<file path="config.mk">
export PLATFORM = sky130hd
export DESIGN_NAME = bitslam_reg_writer
export DESIGN_NICKNAME = d
export VERILOG_FILES = /design/src/rtl/bitslam_reg_writer.sv
export SDC_FILE = /design/constraint.sdc
export NUM_CORES = 1
export LEC_CHECK = 0
export BUFFER_PORTS_ARGS = -buffer_cell sky130_fd_sc_hd__buf_2
export CAP_MARGIN = 10
export CELL_PAD_IN_SITES_DETAIL_PLACEMENT = 1
export CELL_PAD_IN_SITES_GLOBAL_PLACEMENT = 1
export CORE_ASPECT_RATIO = 0.9
export CORE_MARGIN = 5
export CORE_UTILIZATION = 49
export CTS_CLUSTER_DIAMETER = 120
export DETAILED_ROUTE_END_ITERATION = 16
export HOLD_SLACK_MARGIN = 0.08
export PLACE_DENSITY_LB_ADDON = 0.2
export SKIP_CTS_REPAIR_TIMING = 1
export SYNTH_ARGS = -nofsm -noshare
export SYNTH_HDL_FRONTEND = slang
export SYNTH_SLANG_ARGS = --single-unit
</file>
<file path="constraint.sdc">
create_clock -name clk -period 2.85 [get_ports clk]
set_clock_uncertainty 0.15 [all_clocks]
set_input_delay 0.1425 -clock clk [delete_from_list [all_inputs] [get_ports clk]]
set_output_delay 0.1425 -clock clk [all_outputs]
set_load 0.03 [all_outputs]
</file>
<file path="src/rtl/bitslam_reg_writer.sv">
// ---------------------------------------------------------------------------
// bitslam_reg_writer
//
// Host-side writer for the bitslam register bus (the 7 bus bits above the
// clock bit). Register-write requests are queued in a small FIFO and each one
// is serialised into an address phase (bus_sel=0, payload {4'b0, voice, reg})
// followed by one data phase (bus_sel=1, payload = data). When nothing is
// queued the bus idles with bus_sel=0, rewriting the last address, which the
// chip tolerates.
//
// Optional feature (compile-time macro BITSLAM_ADDR_CACHE_EN):
//   When defined, a request whose {voice, reg} matches the address already
//   latched by the chip skips its address phase and goes straight to data.
//   The first request after reset always takes the address phase.
//
// Parameters:
//   DEPTH          FIFO entries; power of two, >= 2.
//
// Ports:
//   clk            system clock (same clock that drives the chip)
//   rst            asynchronous active-high reset
//   req_valid      write request presented
//   req_ready      FIFO can accept a request (= !full)
//   req_voice      voice select (0 = voice0, 1 = voice1)
//   req_reg        register select (0 = clock divider, 1 = LFSR tap mask)
//   req_data       6-bit register value
//   bus_sel        bus phase: 0 = address/idle, 1 = data
//   bus_addr_data  6-bit bus payload
//   fifo_level     number of queued entries
//   idle           FIFO empty and FSM in IDLE
// ---------------------------------------------------------------------------
module bitslam_reg_writer #(
  parameter int DEPTH = 4
) (
  input  logic                     clk,
  input  logic                     rst,
  input  logic                     req_valid,
  output logic                     req_ready,
  input  logic                     req_voice,
  input  logic                     req_reg,
  input  logic [5:0]               req_data,
  output logic                     bus_sel,
  output logic [5:0]               bus_addr_data,
  output logic [$clog2(DEPTH):0]   fifo_level,
  output logic                     idle
);

  localparam int PTR_W = $clog2(DEPTH);
  localparam int CNT_W = PTR_W + 1;

  // -------------------------------------------------------------------------
  // Request FIFO. Entries are {voice, reg, data[5:0]}.
  // The head is read combinationally so a pop can drive the bus on the very
  // next edge (address visible one cycle after acceptance). At this depth the
  // storage is a small register file rather than a block RAM.
  // -------------------------------------------------------------------------
  logic [7:0]       fifo_mem [DEPTH];
  logic [PTR_W-1:0] wr_ptr_reg;
  logic [PTR_W-1:0] rd_ptr_reg;
  logic [CNT_W-1:0] count_reg;
  logic             full;
  logic             empty;
  logic             push;
  logic             pop;
  logic [7:0]       head;
  logic [1:0]       head_addr;
  logic [5:0]       head_data;

  assign full      = (count_reg == CNT_W'(DEPTH));
  assign empty     = (count_reg == '0);
  // Ready depends only on the stored count, so a same-cycle pop never
  // re-opens a full FIFO.
  assign req_ready = !full;
  assign push      = req_valid && !full;
  assign head      = fifo_mem[rd_ptr_reg];
  assign head_addr = head[7:6];
  assign head_data = head[5:0];

  // Storage is not reset: contents are only observed through the count.
  always_ff @(posedge clk) begin
    if (push) begin
      fifo_mem[wr_ptr_reg] <= {req_voice, req_reg, req_data};
    end
  end

  // Pointers wrap naturally because DEPTH is a power of two.
  always_ff @(posedge clk or posedge rst) begin
    if (rst) begin
      wr_ptr_reg <= '0;
      rd_ptr_reg <= '0;
      count_reg  <= '0;
    end else begin
      if (push) begin
        wr_ptr_reg <= wr_ptr_reg + 1'b1;
      end
      if (pop) begin
        rd_ptr_reg <= rd_ptr_reg + 1'b1;
      end
      case ({push, pop})
        2'b10:   count_reg <= count_reg + 1'b1;
        2'b01:   count_reg <= count_reg - 1'b1;
        default: count_reg <= count_reg;
      endcase
    end
  end

  assign fifo_level = count_reg;

  // -------------------------------------------------------------------------
  // Bus sequencer
  // -------------------------------------------------------------------------
  typedef enum logic [1:0] {
    ST_IDLE = 2'd0,
    ST_ADDR = 2'd1,
    ST_DATA = 2'd2
  } state_t;

  state_t     state_reg, state_next;
  logic       bus_sel_reg, bus_sel_next;
  logic [5:0] bus_addr_data_reg, bus_addr_data_next;
  logic [5:0] data_reg, data_next;
  logic [1:0] last_addr_reg, last_addr_next;
  logic       launch;
  logic       cache_hit;

`ifdef BITSLAM_ADDR_CACHE_EN
  logic last_addr_valid_reg, last_addr_valid_next;

  // The chip's address latch already holds last_addr_reg once any address
  // phase has been issued, so a matching request can go straight to data.
  assign cache_hit = last_addr_valid_reg && (head_addr == last_addr_reg);

  always_ff @(posedge clk or posedge rst) begin
    if (rst) begin
      last_addr_valid_reg <= 1'b0;
    end else begin
      last_addr_valid_reg <= last_addr_valid_next;
    end
  end
`else
  assign cache_hit = 1'b0;
`endif

  always_comb begin
    state_next         = state_reg;
    bus_sel_next       = bus_sel_reg;
    bus_addr_data_next = bus_addr_data_reg;
    data_next          = data_reg;
    last_addr_next     = last_addr_reg;
    launch             = 1'b0;
    pop                = 1'b0;
`ifdef BITSLAM_ADDR_CACHE_EN
    last_addr_valid_next = last_addr_valid_reg;
`endif

    case (state_reg)
      ST_IDLE: begin
        // Empty: bus keeps rewriting the current address.
        if (!empty) begin
          launch = 1'b1;
        end
      end
      ST_ADDR: begin
        state_next         = ST_DATA;
        bus_sel_next       = 1'b1;
        bus_addr_data_next = data_reg;
      end
      ST_DATA: begin
        if (!empty) begin
          launch = 1'b1;
        end else begin
          state_next         = ST_IDLE;
          bus_sel_next       = 1'b0;
          bus_addr_data_next = {4'b0000, last_addr_reg};
        end
      end
      default: begin
        state_next         = ST_IDLE;
        bus_sel_next       = 1'b0;
        bus_addr_data_next = {4'b0000, last_addr_reg};
      end
    endcase

    // Start the head request: either its address phase, or (address already
    // latched in the chip) its data phase directly.
    if (launch) begin
      pop            = 1'b1;
      last_addr_next = head_addr;
      if (cache_hit) begin
        state_next         = ST_DATA;
        bus_sel_next       = 1'b1;
        bus_addr_data_next = head_data;
      end else begin
        state_next         = ST_ADDR;
        bus_sel_next       = 1'b0;
        bus_addr_data_next = {4'b0000, head_addr};
        data_next          = head_data;
`ifdef BITSLAM_ADDR_CACHE_EN
        last_addr_valid_next = 1'b1;
`endif
      end
    end
  end

  // Reset clears the bus immediately so no data phase can follow it.
  always_ff @(posedge clk or posedge rst) begin
    if (rst) begin
      state_reg         <= ST_IDLE;
      bus_sel_reg       <= 1'b0;
      bus_addr_data_reg <= '0;
      data_reg          <= '0;
      last_addr_reg     <= 2'b00;
    end else begin
      state_reg         <= state_next;
      bus_sel_reg       <= bus_sel_next;
      bus_addr_data_reg <= bus_addr_data_next;
      data_reg          <= data_next;
      last_addr_reg     <= last_addr_next;
    end
  end

  assign bus_sel       = bus_sel_reg;
  assign bus_addr_data = bus_addr_data_reg;
  assign idle          = (state_reg == ST_IDLE) && empty;

endmodule

</file>
==> impl_metrics.py <==
metrics = {
    "outcome": {
        "status": "finished, final reports clean",
    },
    "cts": {
        "htree_levels": 2,
        "cts_tree": "done",
        "clk_pin_slew_ns": 0.09,
        "clock_path_buffers": 2,
        "clk_latency_ns": 0.30,
        "clock-sinks": 55,
        "numCtsBuffers": 5,
        "clock-root-buffer": "clkbuf_8",
    },
    "placement": {
        "hpwl_mm": 3.09,
        "placed_cell_area_sq_mm": 0.00241,
        "gp_congestion": 0.749,
        "io_buffers": 22,
        "dp.cells": 207,
    },
    "floorplanning": {
        "core_sq_mm": 0.00443,
        "ioPinCount": 23,
        "initial_utilization_pct": 50.5,
        "rows": 23,
        "die_w_um": 81.2,
        "dieHeight_um": 74.1,
        "die_area_sq_mm": 0.00602,
    },
    "power": {
        "p_sw_share_pct": 37.0,
        "power_leakage_nw": 1.05,
        "p_comb_share_pct": 38.4,
        "intPower_mw": 1.81,
        "clock_power_share_pct": 14.5,
        "p_switching_mw": 1.06,
        "p_seq_share_pct": 47.0,
        "irDropWorstVdd_mv": 0.451,
        "power_density_mw_per_mm2": 1110,
    },
    "worst_setup_path": {
        "end_kind": "flop",
        "crit_type": "reg -> reg",
        "max_stage_delay_ns": 0.46,
        "cp_slowest_cell": "dfrtp_1",
        "path_cells": "or3b_4 -> and2_4 -> inv_1 -> ha_1 -> inv_1 -> fa_1 -> xor2_1 -> nor2_1 -> xor2_1",
        "cp_data_required_time_ns": 2.93,
        "r2r_setup_slack_ns": 0.44,
        "worst_ep_arrival_time_ns": 2.49,
        "start_kind": "flop",
        "path_max_fanout": 6,
    },
    "synth": {
        "yosysTopAreaCellShare_pct": 42.9,
        "syn_area_sq_mm": 0.00224,
        "ys.warnings.count": 0,
        "avgSynthCellArea_sq_um": 17.8,
        "async_reset_ff_share_pct": 41.8,
        "syn_inst": 126,
        "synth_top_area_cell": "edfxtp_1",
        "ys_types": 29,
        "netlist_top_cells_area": "edfxtp_1 43%, dfrtp_1 26%, mux4_2 8.0%",
        "synth_flop_cell": "edfxtp_1",
        "syn-num-nets": 143,
        "ys_ff_latch": 55,
        "ys_seq_area_share_pct": 68.6,
        "synth-edff-count": 32,
    },
    "layout": {
        "final_cell_area_sq_mm": 0.00260,
        "postLayoutCoreUtil_pct": 58.6,
        "area_growth_pct": 16.0,
        "mostFrequentLayoutCell": "edfxtp_1",
        "layout_common_cells": "32 x edfxtp_1, 23 x dfrtp_1, 22 x buf_2, 10 x dlygate4sd3_1, 9 x inv_1",
        "nets": 179,
        "largest_reg_flops": 32,
        "fill_cells": 435,
        "num_antenna_cells": 0,
        "drive_gt1_share_pct": 35.0,
        "final_cells": 225,
    },
    "grt": {
        "grt_pass1_vias": 1234,
        "grt_max_degree": 24,
        "gr-usage-all-layers_pct": 15.6,
        "grt_pass1_wl_mm": 6.66,
        "gr-total-overflow": 0,
        "grt_antenna_before_repair": 0,
    },
    "detailed_routing": {
        "viasPerCell": 5.16,
        "detail-route-antenna-nets": 0,
        "drt-wirelength-per-cell_um": 18.2,
        "drtPass1Iterations": 4,
        "drtIter0Drc": 46,
        "finalWirelength_mm": 4.10,
        "num_vias": 1162,
        "drc": 0,
    },
    "job": {
        "drv_cap": 0,
    },
    "timing": {
        "finalSetupViolations": 0,
        "finalCritPeriodShare_pct": 84.6,
        "relSlewSlack_pct": 42.2,
        "rsz0062_at_grt": "false",
        "period_needed_ns": 2.41,
        "fin_tns_setup_ns": 0,
        "worstMarginPinSlew_ns": 0.865,
        "max_freq_mhz": 415,
        "maxSlewViolCount": 0,
        "hold_viol": 0,
    },
    "min_path": {
        "hp-class": "reg -> reg",
    },
}
metrics by stage:
| step | hold WS (ns) | power (mW) | setup slack (ns) |
|---|---|---|---|
| finish | 0.353 | 2.88 | 0.439 |
| global route | 0.378 | 3.08 | 0.319 |
| CTS | -0.120 | 2.92 | 0.411 |
| detailed placement | 0.210 | 2.50 | 0.417 |
| global placement | 0.195 | 2.40 | 0.539 |
| floorplan | -0.00558 | 2.17 | 0.355 |
layout make-up:
cell class	count	area [sq um]	share of cell area, %
clock buffer	5	68.8	2.65
clock inverter	3	18.8	0.723
inverter	9	33.8	1.30
multi-input combinational	59	652	25.1
sequential	55	1540	59.2
tap	62	77.6	2.99
timing repair buffer	32	210	8.09
power by group through the flow:
stage / Sequential (mW) / Combinational [mW] / Clock [mW]
3_5_place_dp: 1.38 / 1.11 / 0
5_1_grt: 1.40 / 1.20 / 0.478
4_1_cts: 1.36 / 1.12 / 0.435
2_1_floorplan: 1.39 / 0.779 / 0
6_report: 1.35 / 1.11 / 0.417
3_3_place_gp: 1.35 / 1.05 / 0
synth_stat cells (3+ instances only):
| cell | instances |
|---|---|
| dfrtp_1 | 23 |
| mux4_2 | 8 |
| mux2_2 | 8 |
| ha_1 | 5 |
| xor2_1 | 3 |
| and3_2 | 4 |
| inv_1 | 9 |
| a22o_1 | 4 |
| nor2_1 | 3 |
| nand3_1 | 3 |
| xnor2_1 | 3 |
| edfxtp_1 | 32 |
per-layer routing:
metal | routed length, um | GRT usage, %
met1 | 1720 | 19.0
met2 | 2070 | 25.3
met3 | 194 | 5.45
met4 | 121 | 7.32
met5 | 0 | 0
critical path: cells and delay by family (launching register included):
kind	cells	cell delay [ns]
buffers and inverters	2	0.12
flip-flops	1	0.46
AND/OR/NAND/NOR	3	0.75
XOR/XNOR	2	0.31
adder cells (fa/ha/maj)	2	0.54
final timing paths:
kind                                   from                to  cells past startpoint
hold / removal             bus_addr_data[4]  bus_addr_data[4]                      1
hold reg to reg            bus_addr_data[4]  bus_addr_data[4]                      1
min in group asynchronous               rst  bus_addr_data[0]                      3
max in group asynchronous               rst      state_reg[0]                      3
setup reg to reg              fifo_level[0]     fifo_level[2]                      9
setup / recovery              fifo_level[0]     fifo_level[2]                      9
logic make-up (layout without fill, tap and decap cells):
family | Yosys count | after routing | share of synthesized area, %
DFF | 55 | 55 | 68.6
and+or+nand+nor | 21 | 21 | 6.88
muxes | 18 | 18 | 13.2
buffers and inverters | 12 | 49 | 2.24
AOI/OAI and AO/OA | 8 | 8 | 3.02
adders and majority gates | 6 | 6 | 3.69
xor gates and xnor gates | 6 | 6 | 2.35
No activity file was read; power rests on OpenSTA's default activity.
